===== src/rtl/adder_pkg.sv =====
// Shared types and sizing helpers for the nibble-serial add/subtract controller.
package adder_pkg;

    localparam int unsigned NIBBLE_W = 4;

    typedef enum logic [1:0] {
        StIdle,
        StRun,
        StDone
    } state_e;

    function automatic int unsigned nib_count(input int unsigned width);
        return width / NIBBLE_W;
    endfunction

    function automatic int unsigned cnt_width(input int unsigned width);
        int unsigned n;
        n = nib_count(width);
        return (n > 1) ? $clog2(n) : 1;
    endfunction

endpackage


===== src/rtl/nibble_adder.sv =====
// 4-bit two's-complement ripple adder with carry out and signed overflow.
module nibble_adder
    import adder_pkg::*;
(
    input  logic [NIBBLE_W-1:0] a,
    input  logic [NIBBLE_W-1:0] b,
    input  logic                cin,
    output logic [NIBBLE_W-1:0] sum,
    output logic                cout,
    output logic                overflow
);

    always_comb begin
        logic carry;
        logic carry_msb;
        carry     = cin;
        carry_msb = 1'b0;
        sum       = '0;
        for (int i = 0; i < NIBBLE_W; i++) begin
            if (i == NIBBLE_W - 1) begin
                carry_msb = carry;
            end
            sum[i] = a[i] ^ b[i] ^ carry;
            carry  = (a[i] & b[i]) | (carry & (a[i] ^ b[i]));
        end
        cout     = carry;
        overflow = carry_msb ^ carry;
    end

endmodule


===== src/rtl/serial_add_ctrl.sv =====
// WIDTH-bit add/subtract sequenced through one shared nibble adder, LSB nibble first,
// with valid/ready handshakes on operands and result.
module serial_add_ctrl
    import adder_pkg::*;
#(
    parameter int unsigned WIDTH = 16
) (
    input  logic             clk,
    input  logic             rst_n,
    input  logic             in_valid,
    output logic             in_ready,
    input  logic [WIDTH-1:0] a,
    input  logic [WIDTH-1:0] b,
    input  logic             sub,
    input  logic             cin,
    output logic             out_valid,
    input  logic             out_ready,
    output logic [WIDTH-1:0] sum,
    output logic             cout,
    output logic             overflow,
    output logic             busy
);

    localparam int unsigned NIB = nib_count(WIDTH);
    localparam int unsigned CNT_W = cnt_width(WIDTH);
    localparam logic [CNT_W-1:0] LAST_NIB = CNT_W'(NIB - 1);

    state_e                          state_q, state_d;
    logic   [CNT_W-1:0]              cnt_q, cnt_d;
    logic                            carry_q, carry_d;
    logic   [NIB-1:0][NIBBLE_W-1:0]  op_a_q, op_a_d;
    logic   [NIB-1:0][NIBBLE_W-1:0]  op_b_q, op_b_d;
    logic   [NIB-1:0][NIBBLE_W-1:0]  sum_q, sum_d;
    logic                            cout_q, cout_d;
    logic                            ovf_q, ovf_d;

    logic [NIBBLE_W-1:0] nib_sum;
    logic                nib_cout;
    logic                nib_ovf;

    nibble_adder u_nibble_adder (
        .a        (op_a_q[cnt_q]),
        .b        (op_b_q[cnt_q]),
        .cin      (carry_q),
        .sum      (nib_sum),
        .cout     (nib_cout),
        .overflow (nib_ovf)
    );

    always_comb begin
        state_d = state_q;
        cnt_d   = cnt_q;
        carry_d = carry_q;
        op_a_d  = op_a_q;
        op_b_d  = op_b_q;
        sum_d   = sum_q;
        cout_d  = cout_q;
        ovf_d   = ovf_q;

        unique case (state_q)
            StIdle: begin
                if (in_valid) begin
                    // Subtract as A + ~B + 1; a set cin then cancels that +1 (borrow in).
                    op_a_d  = a;
                    op_b_d  = sub ? ~b : b;
                    carry_d = cin ^ sub;
                    cnt_d   = '0;
                    state_d = StRun;
                end
            end
            StRun: begin
                sum_d[cnt_q] = nib_sum;
                carry_d      = nib_cout;
                if (cnt_q == LAST_NIB) begin
                    cout_d  = nib_cout;
                    ovf_d   = nib_ovf;
                    cnt_d   = '0;
                    state_d = StDone;
                end else begin
                    cnt_d = cnt_q + CNT_W'(1);
                end
            end
            StDone: begin
                if (out_ready) begin
                    state_d = StIdle;
                end
            end
            default: begin
                state_d = StIdle;
            end
        endcase
    end

    always_ff @(posedge clk or negedge rst_n) begin
        if (!rst_n) begin
            state_q <= StIdle;
            cnt_q   <= '0;
            carry_q <= 1'b0;
            op_a_q  <= '0;
            op_b_q  <= '0;
            sum_q   <= '0;
            cout_q  <= 1'b0;
            ovf_q   <= 1'b0;
        end else begin
            state_q <= state_d;
            cnt_q   <= cnt_d;
            carry_q <= carry_d;
            op_a_q  <= op_a_d;
            op_b_q  <= op_b_d;
            sum_q   <= sum_d;
            cout_q  <= cout_d;
            ovf_q   <= ovf_d;
        end
    end

    assign in_ready  = (state_q == StIdle);
    assign out_valid = (state_q == StDone);
    assign busy      = (state_q == StRun) || (state_q == StDone);
    assign sum       = sum_q;
    assign cout      = cout_q;
    assign overflow  = ovf_q;

endmodule


===== config.mk =====
export PLATFORM = sky130hd
export DESIGN_NAME = serial_add_ctrl
export DESIGN_NICKNAME = d
export VERILOG_FILES = /design/src/rtl/adder_pkg.sv /design/src/rtl/nibble_adder.sv /design/src/rtl/serial_add_ctrl.sv
export SDC_FILE = /design/constraint.sdc
export NUM_CORES = 1
export LEC_CHECK = 0
export BUFFER_PORTS_ARGS = -buffer_cell sky130_fd_sc_hd__buf_2
export CORE_ASPECT_RATIO = 0.8
export CORE_MARGIN = 2
export CORE_UTILIZATION = 54
export DETAILED_ROUTE_END_ITERATION = 8
export PLACE_DENSITY = 0.77
export SETUP_SLACK_MARGIN = 0.4
export SYNTH_ARGS = -nofsm -noshare
export SYNTH_HDL_FRONTEND = slang
export SYNTH_SLANG_ARGS = --single-unit

===== constraint.sdc =====
create_clock -name clk -period 3.65 [get_ports clk]
set_clock_uncertainty 0.15 [all_clocks]
set_input_delay 0.73 -clock clk [delete_from_list [all_inputs] [get_ports clk]]
set_output_delay 0.73 -clock clk [all_outputs]
set_load 0.01 [all_outputs]

Yosys cells after proc, flatten, opt, wreduce, memory -nomap -nowiden
Index checks and enable logic that the tools add are counted.
- output and inout port bits: 21
- word-level logic and storage cells: 74
- bits in registers: 55
- input port bits: 38
- $lt $le $gt $ge: 2
- $add $sub $neg: 1
- multiplexer cells: 17
- equal/unequal tests: 6
- bitwise operators: 23
- reductions and logical operators: 8
- operators by type and width (cell ; count):
    4-bit binary-select mux with 2-bit select ; 2
    16-bit bitwise mux ; 1
    16-bit two-way mux ; 1
    16-bit NOT ; 1
    4-bit two-way mux ; 3
    2-bit two-way mux ; 5
    1-bit XOR ; 10
    1-bit bitwise AND ; 8
    4-bit demux with 2-bit select ; 1
    2-bit case mux with 3 select lines ; 1
    2-bit AND reduction ; 3
    2-bit == test (second input constant) ; 2
    2-bit inequality test (second input constant) ; 2
    1-bit bitwise OR ; 4
    2-bit case mux with 2 select lines ; 1
    2-bit by 3-bit less-than comparator with 1-bit output (second input constant) ; 1
    3-bit AND reduction ; 1
    2-bit by 1-bit adder with 2-bit output (second input constant) ; 1
    2-bit by 1-bit == test with 1-bit output (second input constant) ; 1
    2-bit by 1-bit >= comparator with 1-bit output (second input constant) ; 1
    2-bit zero test ; 1
    2-bit by 1-bit inequality test with 1-bit output (second input constant) ; 1
    1-bit case mux with 2 select lines ; 1
    2-bit nonzero test ; 1
    3 further kinds ; 3

Logic depth before layout (Yosys ltp)
- word-level depth: 12
- depth in mapped cells: 11

Cells and area by module
From an unflattened synthesis, not the netlist that was laid out.
- cell total of the unflattened synthesis: 208
- area total of the unflattened synthesis: 2663.8 um^2
- by module, submodules not included (module ; cells each ; times used ; area an instance (um^2)):
    serial_add_ctrl ; 193 ; 1 ; 2537.4
    nibble_adder ; 15 ; 1 ; 126.4

Worst setup path after synthesis
No wires, ideal clock.
- path kind: register to register
- start: register cnt_q[0]
- end: register sum_q (netlist bit sum[11])
- data arrival time: 2811 ps
- data required time: 3417 ps
- setup slack: 607 ps
- setup time: 83 ps
- clock period less this slack: 3043 ps
- cell stages (with the launch flop): 11
- buffers on the path: 1
- cell sequence: dfrtp_1 -> buf_6 -> mux4_1 -> fa_1 -> inv_1 -> fa_1 -> inv_1 -> fa_1 -> inv_1 -> fa_1 -> o21ai_0
- longest elaborated chain between the ends: 11
- elaborated cells on any way between the ends: 24
- classes of those cells: order compare (2); mux (7); bitwise (14); reduce/logical (1)
- ends and longest elaborated chain (item ; RTL line ; RTL):
    start, declared ; serial_add_ctrl.sv:29 ; logic [CNT_W-1:0] cnt_q, cnt_d;
    start signal, assigned ; serial_add_ctrl.sv:106 ; cnt_q <= cnt_d;
    4-bit binary-select mux with 2-bit select (on tied branches) ; serial_add_ctrl.sv:42, serial_add_ctrl.sv:43 ;
    4-bit two-way mux (on tied branches) ; serial_add_ctrl.sv:42, serial_add_ctrl.sv:43 ;
    1-bit XOR ; nibble_adder.sv:24 ; carry = (a[i] & b[i]) | (carry & (a[i] ^ b[i]));
    1-bit bitwise AND ; nibble_adder.sv:24 ;
    1-bit bitwise OR ; nibble_adder.sv:24 ;
    1-bit bitwise AND ; nibble_adder.sv:24 ;
    1-bit bitwise OR ; nibble_adder.sv:24 ;
    1-bit bitwise AND ; nibble_adder.sv:24 ;
    1-bit bitwise OR ; nibble_adder.sv:24 ;
    1-bit XOR ; nibble_adder.sv:23 ; sum[i] = a[i] ^ b[i] ^ carry;
    16-bit bitwise mux (*) ; serial_add_ctrl.sv:72 ; sum_d[cnt_q] = nib_sum;
    end signal, assigned ; serial_add_ctrl.sv:110 ; sum_q <= sum_d;
    end, declared ; serial_add_ctrl.sv:33 ; logic [NIB-1:0][NIBBLE_W-1:0] sum_q, sum_d;
Every way passes the cells marked *; elsewhere a longest branch is shown, timed or not. The select of a mux whose other input is x is not followed.
A chain may end at the register's enable or synchronous reset.

Worst setup path after layout
- start: register cnt_q[0]
- end: register sum_q (netlist bit sum[7])
Same word-level chain as after synthesis.

==> impl_results.md <==
- Result of the run: completed
- Core ar.: about 0.0047 mm^2
- Commonest cells after routing, fill and taps aside: buf_2, dfrtp_1, nand2_1
- Number of primary I/O pins: 59
- Vias per inst: about 5.1
- Die height: 66.6 um
- Setup slack of the critical path after layout: between 0.5 and 0.6 ns
- Flops & latches, synth: 55
- Syn nets: 260
- Worst Path Max Fanout: 6
- Power density over the cells: approximately 860 mW/mm^2
- Sort of element at the end of the critical path: flop
- Max_cap viols: 0
- Synth warn: 0
- Final number of hold-violating endpoints: 0
- Largest net degree at the start of global routing: 50
- Die outline area: roughly 0.0055 mm^2
- Post-synthesis to final-layout area growth: 15.8%
- Longest Clk Path Bufs: 2
- Clock slew at reported path FFs: 0.09 ns
- Cells after synthesis: approximately 210
- Depth of the worst register-to-register path: 9
- Data arrival time of the worst path: between 3 and 4 ns
- Global-route total usage across every layer: a little under a fifth
- Vias: about 1700
- Maximum operating frequency: 318 MHz
- Final net count: around 320
- Slew Viols, Final: 0
- Total gr overflow: 0
- Wire length of the first global-routing pass: around 7400 um
- DR iter-0 viols: 59
- Shortest clock period the worst path allows after layout: approximately 3.1 ns
- Unrepaired setup endpoints after global routing: true
- Buffers on Ports: 58
- Leakage power: roughly 1.5 nW
- Part of the Yosys area used for sequential elements: a little over half
- GPL Wtd Cong: ~0.76
- List of cells traversed by the critical path: mux4_1, fa_1, inv_1, fa_1, inv_1, fa_1, inv_1, fa_1, o21ai_0
- Iteration count of the initial detailed-routing pass: 4
- Register-to-register setup slack: between 0.5 and 0.6 ns
- Cell type with the highest occurrence count on the critical path: fa_1
- Type of element launching the critical path: flop
- Antenna Nets Post-Route: 0
- Number of antenna violations at the first check in global routing: 0
- Maximum VDD drop: roughly 0.44 mV
- Required time at the endpoint of the critical path: between 3 and 4 ns
- Routed wire per std cell: between 10 and 15 um
- Number of buffers added by the clock tree synthesis step: 5
- Most common library cell in the layout ignoring fill and taps: buf_2
- Initial standard-cell utilization of the core: a little under three fifths
- HP Class: input pin to asynchronous set/reset pin
- Placement-stage worst setup slack: 0.414 ns
- Transition time of the tightest slew-check pin: 0.857 ns
- Max_slew headroom: between 40% and 50%
- Number of global-route vias before repair: 1529
- CTS tree: done
- Mean area per synthesized cell: 12.5 um^2
- Number of remaining DRC errors: 0
- Setup Total Neg Slack: 0 ns
- Final setup violation count: 0
- Clock Root Buffer: clkbuf_8
- Hold buffers post-CTS: 0
- Number of diodes: 0
- Detailed placer's ending HPWL: 3460 um
- Netlist area before placement: roughly 0.0026 mm^2
- Standard cell with the maximum stage delay on the critical path: mux4_1
- Slowest cell delay on critical path: about 0.60 ns
- Count of different cell masters after synthesis: 25
- Worst Setup Path Type: flop to flop
- Fraction of layout instances using a drive strength above 1: a little over a third
- Number of placement rows: 22
- H-tree levels: 2
- Final cycle utilization of the critical path: between 80 and 90%
- TritonCTS sink count: 55
- Clock latency on the worst-skew pair: around 0.3 ns
- Wirelength, routed: ~4600 um
- Horizontal die dimension: about 80 um
## layout make-up
class	count	area (um^2)
multi-input cells	133	1140
clock inverters	1	5.00
well taps	60	75.1
repair buffers	64	335
flip-flops and latches	55	1380
clock buffers	7	76.3
fillers	380	1590
inverters	13	48.8
## power breakdown
part	leakage [nW]	total, mW	internal, mW	switching (mW)
sequential	0.675	1.06	0.901	0.160
combinational	0.760	1.25	0.621	0.626
clock	0.0422	0.318	0.135	0.183
total	1.48	2.63	1.66	0.969
## timing repair
item / in CTS / in global routing
resized for setup: 1 / 0
setup buffers: 0 / 2
setup endpoints to repair: 1 / 3
## registers in the layout, indices dropped and copies added (netlist names)
| signal | cells |
|---|---|
| overflow | 1 |
| sum | 16 |
| carry_q | 1 |
| state_q | 2 |
| op_b_q | 16 |
| cnt_q | 2 |
| op_a_q | 16 |
| cout | 1 |
## stage by stage
step	power, mW	utilization [%]	hold slack (ns)	instance area [um^2]	instances
floorplan	1.97	-	0.284	2650	211
global placement	2.27	63.7	0.305	2970	323
detailed placement	2.33	63.7	0.317	2970	323
CTS	2.65	65.5	0.258	3050	331
global route	2.86	65.8	0.280	3060	333
finish	2.63	65.8	0.246	3060	333
## kinds of logic (layout without fill, tap and decap cells)
family                     after synthesis  count (layout)  share of synthesized area [%]
and+or+nand+nor                         38              38                           6.01
buffers and inverters                   23              85                           4.68
AOI/OAI and AO/OA                       33              33                           6.86
xor gates and xnor gates                18              18                           5.96
adders and majority gates               11              11                           6.34
muxes                                   33              33                           18.1
DFF                                     55              55                           52.0
## routing by layer
| metal | GRT usage [%] | routed length [um] |
|---|---|---|
| met5 | 0 | 0 |
| met4 | 4.38 | 32 |
| met3 | 5.83 | 253 |
| met2 | 27.0 | 2000 |
| met1 | 27.2 | 2270 |
## final timing paths
check,startpoint,end
min in group clk,op_b_q[10],op_b_q[10]
hold / removal,rst_n,sum[11]
setup / recovery,cnt_q[0],sum[7]
hold reg to reg,op_b_q[10],op_b_q[10]
setup reg to reg,cnt_q[0],sum[7]
max in group asynchronous,rst_n,cnt_q[0]
## critical path: cells and delay by family, from the launching register on
kind | cells | cell delay [ns]
buf+inv | 3 | 0.22
mux | 1 | 0.60
fa+ha+maj | 4 | 1.41
compound gates | 1 | 0.23
flops | 1 | 0.44
## cell usage after synthesis
cell	count	share of area, %
a211oi_1	1	0.28
a31oi_1	2	0.47
a32o_1	2	0.76
and3_1	1	0.24
buf_2	3	0.57
buf_4	1	0.28
buf_6	4	1.7
clkbuf_1	2	0.28
dfrtp_1	55	52
fa_1	4	3.0
ha_1	7	3.3
inv_1	13	1.8
mux2_2	24	10
mux2i_1	1	0.38
mux4_1	5	5.0
mux4_2	3	2.6
nand2_1	29	4.1
nand2_2	2	0.47
nand2b_1	3	0.71
nand3_1	1	0.19
nor2_1	2	0.28
o21ai_0	27	5.1
o22ai_1	1	0.24
xnor2_1	16	5.3
xor2_1	2	0.66
(Power assumes the default switching activity.)
